## config.mk

```make
export PLATFORM = sky130hd
export DESIGN_NAME = mmio_uart_key_bridge_flat
export DESIGN_NICKNAME = d
export VERILOG_FILES = /design/src/rtl/mmio_uart_key_bridge_if.sv /design/src/rtl/mmio_uart_key_bridge.sv /design/src/flat_wrapper.sv
export SDC_FILE = /design/constraint.sdc
export NUM_CORES = 1
export LEC_CHECK = 0
export ABC_AREA = 1
export CAP_MARGIN = 20
export CORE_ASPECT_RATIO = 1.5
export CORE_MARGIN = 3
export CORE_UTILIZATION = 35
export CTS_BUF_LIST = sky130_fd_sc_hd__clkbuf_8
export DETAILED_ROUTE_END_ITERATION = 10
export PLACE_DENSITY = 0.76
export SYNTH_ARGS = -nofsm -noshare
export SYNTH_HDL_FRONTEND = slang
export SYNTH_SLANG_ARGS = --single-unit
```

## constraint.sdc

```tcl
create_clock -name clk -period 3.5 [get_ports clk]
set_clock_uncertainty 0.1 [all_clocks]
set_input_delay 0.7 -clock clk [delete_from_list [all_inputs] [get_ports clk]]
set_output_delay 0.7 -clock clk [all_outputs]
set_load 0.02 [all_outputs]
```

## src/rtl/mmio_uart_key_bridge_if.sv

```systemverilog
// CPU-side memory-mapped bus seen by the UART/keyboard bridge.
// Enables are level signals; the bridge acts on their rising edges.
interface mmio_uart_key_bridge_if;
    logic [63:0] bus_address;
    logic [63:0] bus_write_data;
    logic        bus_write_enable;
    logic        bus_read_enable;
    logic [63:0] bus_read_data;

    modport master (
        output bus_address,
        output bus_write_data,
        output bus_write_enable,
        output bus_read_enable,
        input  bus_read_data
    );

    modport slave (
        input  bus_address,
        input  bus_write_data,
        input  bus_write_enable,
        input  bus_read_enable,
        output bus_read_data
    );
endinterface

```

## src/rtl/mmio_uart_key_bridge.sv

```systemverilog
// Memory-mapped bridge: CPU writes feed an 8N1 UART transmitter through a byte FIFO,
// and keyboard scan bytes are buffered for CPU reads with an optional interrupt.
module mmio_uart_key_bridge #(
    parameter int BAUD_DIV   = 434,
    parameter int FIFO_DEPTH = 8
) (
    input  logic                  clk,
    input  logic                  reset,
    mmio_uart_key_bridge_if.slave bus,
    input  logic [7:0]            key_data,
    input  logic                  key_valid,
    output logic                  uart_tx,
    output logic [3:0]            interrupt_vector
);
    localparam int PTR_W  = (FIFO_DEPTH > 1) ? $clog2(FIFO_DEPTH) : 1;
    localparam int CNT_W  = PTR_W + 1;
    localparam int BAUD_W = (BAUD_DIV > 1) ? $clog2(BAUD_DIV) : 1;
    localparam logic [BAUD_W-1:0] BAUD_LAST = BAUD_W'(BAUD_DIV - 1);
    localparam logic [CNT_W-1:0]  CNT_FULL  = CNT_W'(FIFO_DEPTH);

    localparam logic [31:0] ADDR_ART_DATA   = 32'h8000_0000;
    localparam logic [31:0] ADDR_ART_STATUS = 32'h8000_0008;
    localparam logic [31:0] ADDR_KEY_DATA   = 32'h8000_0010;
    localparam logic [31:0] ADDR_KEY_CTRL   = 32'h8000_0018;

    localparam logic [1:0] ST_IDLE  = 2'd0;
    localparam logic [1:0] ST_START = 2'd1;
    localparam logic [1:0] ST_DATA  = 2'd2;
    localparam logic [1:0] ST_STOP  = 2'd3;

    logic              we_prev_reg, re_prev_reg;
    logic [63:0]       read_data_reg, read_data_next;
    logic [7:0]        fifo_mem [FIFO_DEPTH];
    logic [PTR_W-1:0]  wr_ptr_reg, rd_ptr_reg;
    logic [CNT_W-1:0]  count_reg;
    logic [1:0]        state_reg;
    logic [BAUD_W-1:0] baud_cnt_reg;
    logic [2:0]        bit_idx_reg;
    logic [7:0]        shift_reg;
    logic              tx_reg, tx_overflow_reg;
    logic [7:0]        key_buf_reg;
    logic              key_pending_reg, key_overrun_reg, irq_en_reg;
    logic [3:0]        irq_vec_reg;

    logic [31:0] addr;
    logic wr_accept, rd_accept;
    logic art_data_wr, art_status_wr, key_ctrl_wr, key_data_rd;
    logic fifo_full, fifo_empty, push, pop, tx_busy, overrun_set, baud_end;
    logic unused_bus_bits;

    assign addr          = bus.bus_address[31:0];
    assign wr_accept     = bus.bus_write_enable & ~we_prev_reg;
    assign rd_accept     = bus.bus_read_enable & ~re_prev_reg;
    assign art_data_wr   = wr_accept & (addr == ADDR_ART_DATA);
    assign art_status_wr = wr_accept & (addr == ADDR_ART_STATUS);
    assign key_ctrl_wr   = wr_accept & (addr == ADDR_KEY_CTRL);
    assign key_data_rd   = rd_accept & (addr == ADDR_KEY_DATA);
    // Full is judged on the pre-cycle count, so a same-cycle pop never rescues a push.
    assign fifo_full     = (count_reg == CNT_FULL);
    assign fifo_empty    = (count_reg == '0);
    assign push          = art_data_wr & ~fifo_full;
    assign pop           = (state_reg == ST_IDLE) & ~fifo_empty;
    assign tx_busy       = (state_reg != ST_IDLE);
    assign baud_end      = (baud_cnt_reg == BAUD_LAST);
    assign overrun_set   = key_valid & key_pending_reg & ~key_data_rd;
    assign unused_bus_bits = ^{bus.bus_address[63:32], bus.bus_write_data[63:8]};

    assign bus.bus_read_data = read_data_reg;
    assign uart_tx           = tx_reg;
    assign interrupt_vector  = irq_vec_reg;

    always_comb begin
        read_data_next = '0;
        case (addr)
            ADDR_ART_STATUS: read_data_next = {60'd0, tx_overflow_reg, tx_busy, fifo_empty, fifo_full};
            ADDR_KEY_DATA:   read_data_next = {56'd0, key_buf_reg};
            ADDR_KEY_CTRL:   read_data_next = {61'd0, irq_en_reg, key_overrun_reg, key_pending_reg};
            default:         ;
        endcase
    end

    always_ff @(posedge clk or negedge reset) begin
        if (!reset) begin
            we_prev_reg   <= 1'b0;
            re_prev_reg   <= 1'b0;
            read_data_reg <= '0;
        end else begin
            we_prev_reg <= bus.bus_write_enable;
            re_prev_reg <= bus.bus_read_enable;
            if (rd_accept)
                read_data_reg <= read_data_next;
        end
    end

    // Storage has no reset; clearing the pointers is enough to discard contents.
    always_ff @(posedge clk) begin
        if (push)
            fifo_mem[wr_ptr_reg] <= bus.bus_write_data[7:0];
    end

    always_ff @(posedge clk or negedge reset) begin
        if (!reset) begin
            wr_ptr_reg      <= '0;
            rd_ptr_reg      <= '0;
            count_reg       <= '0;
            tx_overflow_reg <= 1'b0;
        end else begin
            if (push)
                wr_ptr_reg <= wr_ptr_reg + PTR_W'(1);
            if (pop)
                rd_ptr_reg <= rd_ptr_reg + PTR_W'(1);
            case ({push, pop})
                2'b10:   count_reg <= count_reg + CNT_W'(1);
                2'b01:   count_reg <= count_reg - CNT_W'(1);
                default: ;
            endcase
            tx_overflow_reg <= (art_data_wr & fifo_full) | (tx_overflow_reg & ~art_status_wr);
        end
    end

    always_ff @(posedge clk or negedge reset) begin
        if (!reset) begin
            state_reg    <= ST_IDLE;
            baud_cnt_reg <= '0;
            bit_idx_reg  <= '0;
            shift_reg    <= '0;
            tx_reg       <= 1'b1;
        end else begin
            case (state_reg)
                ST_IDLE: begin
                    if (pop) begin
                        shift_reg    <= fifo_mem[rd_ptr_reg];
                        baud_cnt_reg <= '0;
                        tx_reg       <= 1'b0;
                        state_reg    <= ST_START;
                    end
                end
                ST_START: begin
                    if (baud_end) begin
                        baud_cnt_reg <= '0;
                        bit_idx_reg  <= '0;
                        tx_reg       <= shift_reg[0];
                        state_reg    <= ST_DATA;
                    end else begin
                        baud_cnt_reg <= baud_cnt_reg + BAUD_W'(1);
                    end
                end
                ST_DATA: begin
                    if (baud_end) begin
                        baud_cnt_reg <= '0;
                        if (bit_idx_reg == 3'd7) begin
                            tx_reg    <= 1'b1;
                            state_reg <= ST_STOP;
                        end else begin
                            bit_idx_reg <= bit_idx_reg + 3'd1;
                            shift_reg   <= {1'b0, shift_reg[7:1]};
                            tx_reg      <= shift_reg[1];
                        end
                    end else begin
                        baud_cnt_reg <= baud_cnt_reg + BAUD_W'(1);
                    end
                end
                default: begin
                    if (baud_end) begin
                        baud_cnt_reg <= '0;
                        state_reg    <= ST_IDLE;
                    end else begin
                        baud_cnt_reg <= baud_cnt_reg + BAUD_W'(1);
                    end
                end
            endcase
        end
    end

    always_ff @(posedge clk or negedge reset) begin
        if (!reset) begin
            key_buf_reg     <= '0;
            key_pending_reg <= 1'b0;
            key_overrun_reg <= 1'b0;
            irq_en_reg      <= 1'b1;
            irq_vec_reg     <= 4'd0;
        end else begin
            // A fresh strobe outranks a same-cycle read: the byte stays pending.
            if (key_valid) begin
                key_buf_reg     <= key_data;
                key_pending_reg <= 1'b1;
            end else if (key_data_rd) begin
                key_pending_reg <= 1'b0;
            end
            key_overrun_reg <= overrun_set | (key_overrun_reg & ~key_ctrl_wr);
            if (key_ctrl_wr)
                irq_en_reg <= bus.bus_write_data[0];
            irq_vec_reg <= (key_pending_reg & irq_en_reg) ? 4'd1 : 4'd0;
        end
    end
endmodule

```

## src/flat_wrapper.sv

```systemverilog
// flat-port wrapper written by rule: the top's interface ports become plain ports
module mmio_uart_key_bridge_flat 
#(
    parameter int BAUD_DIV   = 434,
    parameter int FIFO_DEPTH = 8
)
  (clk, reset, key_data, key_valid, uart_tx, interrupt_vector, bus_bus_address, bus_bus_write_data, bus_bus_write_enable, bus_bus_read_enable, bus_bus_read_data);
  mmio_uart_key_bridge_if bus_i ();
  input  logic clk;
  input  logic reset;
  input  logic [7:0] key_data;
  input  logic key_valid;
  output logic uart_tx;
  output logic [3:0] interrupt_vector;
  input wire logic [$bits(bus_i.bus_address)-1:0] bus_bus_address;
  input wire logic [$bits(bus_i.bus_write_data)-1:0] bus_bus_write_data;
  input wire logic [$bits(bus_i.bus_write_enable)-1:0] bus_bus_write_enable;
  input wire logic [$bits(bus_i.bus_read_enable)-1:0] bus_bus_read_enable;
  output wire logic [$bits(bus_i.bus_read_data)-1:0] bus_bus_read_data;
  assign bus_i.bus_address = bus_bus_address;
  assign bus_i.bus_write_data = bus_bus_write_data;
  assign bus_i.bus_write_enable = bus_bus_write_enable;
  assign bus_i.bus_read_enable = bus_bus_read_enable;
  assign bus_bus_read_data = bus_i.bus_read_data;
  mmio_uart_key_bridge #(.BAUD_DIV(BAUD_DIV), .FIFO_DEPTH(FIFO_DEPTH)) u_core (.clk(clk), .reset(reset), .bus(bus_i), .key_data(key_data), .key_valid(key_valid), .uart_tx(uart_tx), .interrupt_vector(interrupt_vector));
endmodule
```

==> results.ini, run 1 <==
[grt]
grt_pass1_wl_mm=18.9
grt_pass1_vias=4149
grt_max_degree=35
overflow=0
track_usage=0.128
antenna_found_initial=0

[power]
power_density_nw_per_um2=411
p_leak_nw=3.02
ir_drop_v=0.000219

[placed_design]
gp_congestion=0.779
dpl_cell_area_um2=6600
portBuffers=62
place_hpwl_mm=8.10

[routing]
vias=4395
drt_iter0_markers=211
drt_wl_total_mm=11.7
met3_length_um=623
highest_layer=met4
wl_per_cell_um=12.5
drt-met1-wl_mm=4.43
route.met2.wl_mm=6.42
drtAntennaViolNets=0
vias_per_cell=4.69
first_pass_iters=4
drc=0

[final_layout]
drive_gt1_frac=0.0765
largest_reg_flops=64
syn2layout_area_growth_pct=17.9
nets=873
n_fill_cell=1552
diodes=0
design_area_um2=6990
seqCellArea_um2=3330
multiInputGateArea_um2=2100

[yosys]
syn_area_um2=5930
seq_area_frac_synth=0.561
synthSimpleGateAreaFrac=0.193
yosysWarningCount=0
netlist_instances=641
synthXorXnorAreaFrac=0.0148
synthAdderAreaFrac=0.0274
synth_edf_count=64
async_flop_share=0.467
ys_types=35
synth_flop_cell=edfxtp_1
synth-compound-area-share=0.0815
synth.avg_cell_area_um2=9.25
synthMuxAreaShare=0
synth-seq-cells=120
synth_top_family_by_area=simple AND/OR/NAND/NOR gates

[clock_tree]
numClockSinks=120
cts.path.max_buffers=2
cts_tree=done
cts-root-buf=clkbuf_8
clk_pin_slew_worst_paths_ns=0.07
clk_latency_ns=0.43
post-cts-setup-buffer-count=0
htreeDepth=4
cts.repair.resized=0
cts-hold-fix-buffers=0
numCtsBuffers=17

[run_status]
status=finished, final reports clean

[die]
start_util=0.361
dieWidth_um=112
io_pins=210
rows=57
core_area_um2=16400
dieHeight_um=165
fp.dieArea_um2=18600

[worst_setup_path]
cp-start-kind=input pin
required_ns=3.71
cp.arrival_ns=2.96
path_max_fanout=5
crit_type=input pin to flop
cp-end-kind=flop

[min_path]
hold_class=input pin to asynchronous set/reset pin

[timing]
tightest_slew_ns=0.966
fin_tns_setup_ns=0
fin_crit_sh=0.784
slew_violations=0
fin_crit_ns=2.74
final-setup-viol-count=0
max_slew_margin=0.355
rsz0062_at_grt=no
fmax_ghz=0.365
final_hold_viol_count=0

[run]
cap_violations=0

worst max-delay path, stage by stage:
cell	delay (ns)
clkdlybuf4s50_1	0.47
inv_1	0.04
nor2_1	0.26
nand3_1	0.11
nor2_1	0.13
nand3_1	0.20
ha_1	0.29
nand2_1	0.09
inv_1	0.04
nor2_1	0.12
nand2_1	0.08
o21ai_0	0.16
nand3_1	0.11
xor2_1	0.15
placed cells by master (no fill, tap or decap), types with 6 or more instances in the layout:
| master | instances |
|---|---|
| o21ai_0 | 58 |
| conb_1 | 59 |
| dfrtp_1 | 54 |
| ha_1 | 13 |
| xor2_1 | 6 |
| edfxtp_1 | 64 |
| nand2_1 | 137 |
| inv_1 | 58 |
| nor2_1 | 87 |
| buf_4 | 11 |
| clkdlybuf4s50_1 | 61 |
| nand3_1 | 37 |
| a21oi_1 | 6 |
| o22ai_1 | 18 |
| clkbuf_8 | 17 |
area by class of cell:
| class | instances | area share |
|---|---|---|
| clock buffer | 17 | 0.0335 |
| clock inverter | 15 | 0.0217 |
| inverter | 59 | 0.0317 |
| multi-input combinational | 448 | 0.300 |
| sequential | 120 | 0.476 |
| tap | 206 | 0.0369 |
| timing repair buffer | 73 | 0.0999 |
final timing paths:
path	endpoint	startpoint	cells after the start	slack, ns
min in group clk	u_core.key_buf_reg[0]	u_core.key_buf_reg[0]	2	0.37
max in group asynchronous	u_core.irq_en_reg	reset	2	2.25
max reg2reg	u_core.count_reg[3]	u_core.we_prev_reg	12	1.16
max	u_core.count_reg[3]	bus_bus_write_enable	14	0.76
min	u_core.bus.bus_read_data[2]	reset	1	0.16
min reg2reg	u_core.key_buf_reg[0]	u_core.key_buf_reg[0]	2	0.37
Yosys cell counts (all sizes together), types with 2 or more instances:
| master | count | area [µm²] |
|---|---|---|
| nand2 | 141 | 539 |
| xnor2 | 4 | 35.0 |
| nor2 | 92 | 363 |
| dfrtp | 54 | 1350 |
| ha | 13 | 163 |
| o22ai | 18 | 113 |
| nand4 | 2 | 12.5 |
| clkbuf | 10 | 37.5 |
| xor2 | 6 | 52.6 |
| nor3 | 3 | 25.0 |
| buf | 62 | 463 |
| and2 | 2 | 12.5 |
| edfxtp | 64 | 1920 |
| nand3 | 37 | 185 |
| o21ai | 59 | 295 |
| inv | 58 | 218 |
| dfstp | 2 | 52.6 |
| a21oi | 7 | 46.3 |
metrics by stage:
step                total power, W  instances  worst slack, ns   util  hold slack (ns)
finish                     0.00287        938            0.758  0.426            0.163
global route               0.00298        938            0.569  0.426            0.189
CTS                        0.00290        938            0.741  0.426            0.166
detailed placement         0.00169        906            0.282  0.403            0.361
global placement           0.00169        906            0.332  0.403            0.356
floorplan                  0.00166        699             1.03      -            0.304
cell families after synthesis:
kind of cell | Yosys count
adder cells (fa/ha/maj) | 13
buffers and inverters | 131
other | 1
AO/OA/AOI/OAI | 88
XOR/XNOR | 10
flip-flops | 120
AND/OR/NAND/NOR | 278
layer usage:
metal  vias to the layer above  GRT usage
li1                       2142          -
met1                      2065      0.132
met2                       167      0.245
met3                        21     0.0244
met4                         0     0.0645
met5                         -          0
power breakdown:
part           switching [W]  internal, W
Clock               0.000576     0.000633
Sequential        0.00000326      0.00150
Combinational       0.000103    0.0000593
Total               0.000683      0.00219
(Power assumes the default switching activity.)
==> inputs of run 2 (changes only) <==
--- a/config.mk
+++ b/config.mk
@@ -12,7 +12,7 @@
 export CORE_UTILIZATION = 35
 export CTS_BUF_LIST = sky130_fd_sc_hd__clkbuf_8
 export DETAILED_ROUTE_END_ITERATION = 10
-export PLACE_DENSITY = 0.76
+export PLACE_DENSITY = 0.78
 export SYNTH_ARGS = -nofsm -noshare
 export SYNTH_HDL_FRONTEND = slang
 export SYNTH_SLANG_ARGS = --single-unit
==> constraint.sdc (replaced) <==
create_clock -name clk -period 2.5 [get_ports clk]
set_clock_uncertainty 0.1 [all_clocks]
set_input_delay 0.5 -clock clk [delete_from_list [all_inputs] [get_ports clk]]
set_output_delay 0.5 -clock clk [all_outputs]
set_load 0.02 [all_outputs]
==> results.ini, run 2 (same netlist as run 1, synthesis figures left out) <==
[routing]
vias=4421  ; was 4,395
drt_iter0_markers=273  ; was 211
drtAntennaViolNets=0  ; unchanged
drt_wl_total_mm=11.9  ; was 11.7 mm
vias_per_cell=4.64  ; was 4.69
wl_per_cell_um=12.5  ; about the same
first_pass_iters=4  ; unchanged
drc=0  ; unchanged

[power]
ir_drop_v=0.000283  ; was 0.000219 V
p_clk_frac=0.465  ; was 0.421
p_leak_nw=3.14  ; was 3.02 nW
sw_frac_of_total=0.210  ; was 0.238
p_sw_w=0.000916  ; was 0.000683 W
combPwrFrac=0.053  ; was 0.057
p_int_w=0.00345  ; was 0.00219 W
pwr-share-seq=0.481  ; was 0.523
power_density_nw_per_um2=606  ; was 411 nW/µm²

[grt]
grt_max_degree=34  ; was 35
overflow=0  ; unchanged
grt_pass1_vias=4389  ; was 4,149
grt_pass1_wl_mm=19.9  ; was 18.9 mm
track_usage=0.133  ; was 0.128
antenna_found_initial=0  ; unchanged

[worst_setup_path]
startpoint=u_core.count_reg[1]  ; was bus_bus_write_enable
cpPeakStageDelay_ns=0.44  ; was 0.47 ns
path_max_fanout=5  ; unchanged
critPathTopFamily=simple AND/OR/NAND/NOR gates  ; unchanged
crit_path_top_delay_cell=dfrtp_1  ; was clkdlybuf4s50_1
ff2ff_path_depth=11  ; was 12
crit-reg2reg-launch=u_core.count_reg[1]  ; was u_core.we_prev_reg
cp-start-kind=flop  ; was input pin
r2r_slack_ns=0.23  ; was 1.16 ns
crit_type=flop to flop  ; was input pin to flop
critPathBufInv=1  ; was 3
crit_chain=nor2_1 > nand3_1 > nand2_1 > inv_1 > ha_1 > nor2_1 > nor2_2 > ha_1 > a21oi_2 > xnor2_1 > o21ai_0  ; was clkdlybuf4s50_1 > inv_1 > nor2_1 > nand3_1 > nor2_1 > nand3_1 > ha_1 > nand2_1 > inv_1 > nor2_1 > nand2_1 > o21ai_0 > nand3_1 > xor2_1
cp-end-kind=flop  ; unchanged
required_ns=2.70  ; was 3.71 ns
r2r-end=u_core.count_reg[2]  ; was u_core.count_reg[3]
endpoint=u_core.count_reg[2]  ; was u_core.count_reg[3]
cp.arrival_ns=2.48  ; was 2.96 ns
crit_cells=11  ; was 14

[min_path]
hold_class=flop to flop  ; was input pin to asynchronous set/reset pin
min_from=u_core.key_buf_reg[3]

[final_layout]
multiInputGateArea_um2=2120  ; was 2100 µm²
n_fill_cell=1522  ; was 1,552
seqCellArea_um2=3330  ; unchanged
nets=888  ; was 873
largest_reg_flops=64  ; unchanged
final_util=0.439  ; was 0.426
diodes=0  ; unchanged
layout_commonest_cell=nand2_1  ; unchanged
layout_common_cells=nand2_1 (137), nor2_1 (84), edfxtp_1 (64), clkdlybuf4s50_1 (61), conb_1 (59)  ; was nand2_1 (137), nor2_1 (87), edfxtp_1 (64), clkdlybuf4s50_1 (61), conb_1 (59)
syn2layout_area_growth_pct=21.5  ; was 17.9%
drive_gt1_frac=0.103  ; was 0.0765

[die]
dieHeight_um=165  ; unchanged
core_area_um2=16400  ; unchanged
fp.dieArea_um2=18600  ; unchanged
io_pins=210  ; unchanged
dieWidth_um=112  ; unchanged
rows=57  ; unchanged
start_util=0.361  ; unchanged

[clock_tree]
post-cts-setup-buffer-count=0  ; unchanged
cts.path.max_buffers=2  ; unchanged
clk_pin_slew_worst_paths_ns=0.07  ; about the same
numClockSinks=120  ; unchanged
cts-root-buf=clkbuf_8  ; unchanged
cts_tree=done  ; unchanged
numCtsBuffers=17  ; unchanged
clk_latency_ns=0.42  ; was 0.43 ns
htreeDepth=4  ; unchanged

[placed_design]
gp_congestion=0.765  ; was 0.779
place_hpwl_mm=8.36  ; was 8.10 mm
portBuffers=62  ; unchanged

[timing]
max_slew_margin=0.653  ; was 0.355
fin_crit_ns=2.27
tightest_slew_ns=0.520  ; was 0.966 ns
slew_violations=0  ; unchanged
fmax_ghz=0.440
holdWs_ns=0.376  ; was 0.163 ns
fin_crit_sh=0.910
final-setup-viol-count=0  ; unchanged
final_hold_viol_count=0  ; unchanged
rsz0062_at_grt=no  ; unchanged

[run]
cap_violations=0  ; unchanged

[run_status]
status=finished, final reports clean  ; unchanged

-- run 2: power groups by stage --
stage          Combinational (W)  Clock, W  Sequential, W
4_1_cts                 0.000232   0.00206        0.00210
2_1_floorplan           0.000180         0        0.00214
3_3_place_gp            0.000227         0        0.00214
3_5_place_dp            0.000230         0        0.00214
5_1_grt                 0.000256   0.00213        0.00210
6_report                0.000232   0.00203        0.00210
-- run 2: worst min-delay path by stage --
stage                                   endpoint  slack [ns]  depth (start not counted)
after detailed placement   u_core.key_buf_reg[0]        0.36                          2
after floorplan           u_core.baud_cnt_reg[0]        0.10                          0
after global routing       u_core.key_buf_reg[0]        0.39                          2
after CTS                  u_core.key_buf_reg[0]        0.38                          2
after global placement     u_core.key_buf_reg[0]        0.35                          2
final                      u_core.key_buf_reg[3]        0.38                          2
-- run 2: routing by layer --
layer / global-route usage / part of all wire / up-vias
li1: - / - / 2171
met1: 0.139 / 0.38 / 2084
met2: 0.260 / 0.55 / 146
met3: 0.0262 / 0.050 / 20
met4: 0.0508 / 0.020 / 0
met5: 0 / 0 / -
-- run 2: worst min-delay path, delay by kind of cell (launching register included) --
| kind | cells | cell delay, ns |
|---|---|---|
| AND/OR/NAND/NOR | 2 | 0.11 |
| flip-flops | 1 | 0.35 |
-- run 2: cell type report --
| type | count | share of cell area |
|---|---|---|
| sequential | 120 | 0.462 |
| timing repair buffer | 88 | 0.113 |
| tap | 206 | 0.0358 |
| clock inverter | 12 | 0.0271 |
| clock buffer | 20 | 0.0382 |
| multi-input combinational | 448 | 0.294 |
| inverter | 59 | 0.0307 |
-- run 2: what timing repair did --
item	4_1_cts	5_1_grt
resized for setup	0	6
hold buffers	1	0
endpoints found under the setup margin	0	2
hold endpoints to repair	27	0
-- run 2: per-stage QoR --
step / instances / power, W / area (µm²) / setup WS [ns] / setup TNS [ns]
final: 953 / 0.00437 / 7200 / 0.226 / 0
after global routing: 953 / 0.00449 / 7200 / 0.0270 / 0
after CTS: 953 / 0.00439 / 7190 / 0.0372 / 0
after global placement: 920 / 0.00237 / 6710 / -0.241 / -6.28
after detailed placement: 920 / 0.00237 / 6710 / -0.368 / -11.46
after floorplan: 699 / 0.00232 / 6150 / 0.229 / 0
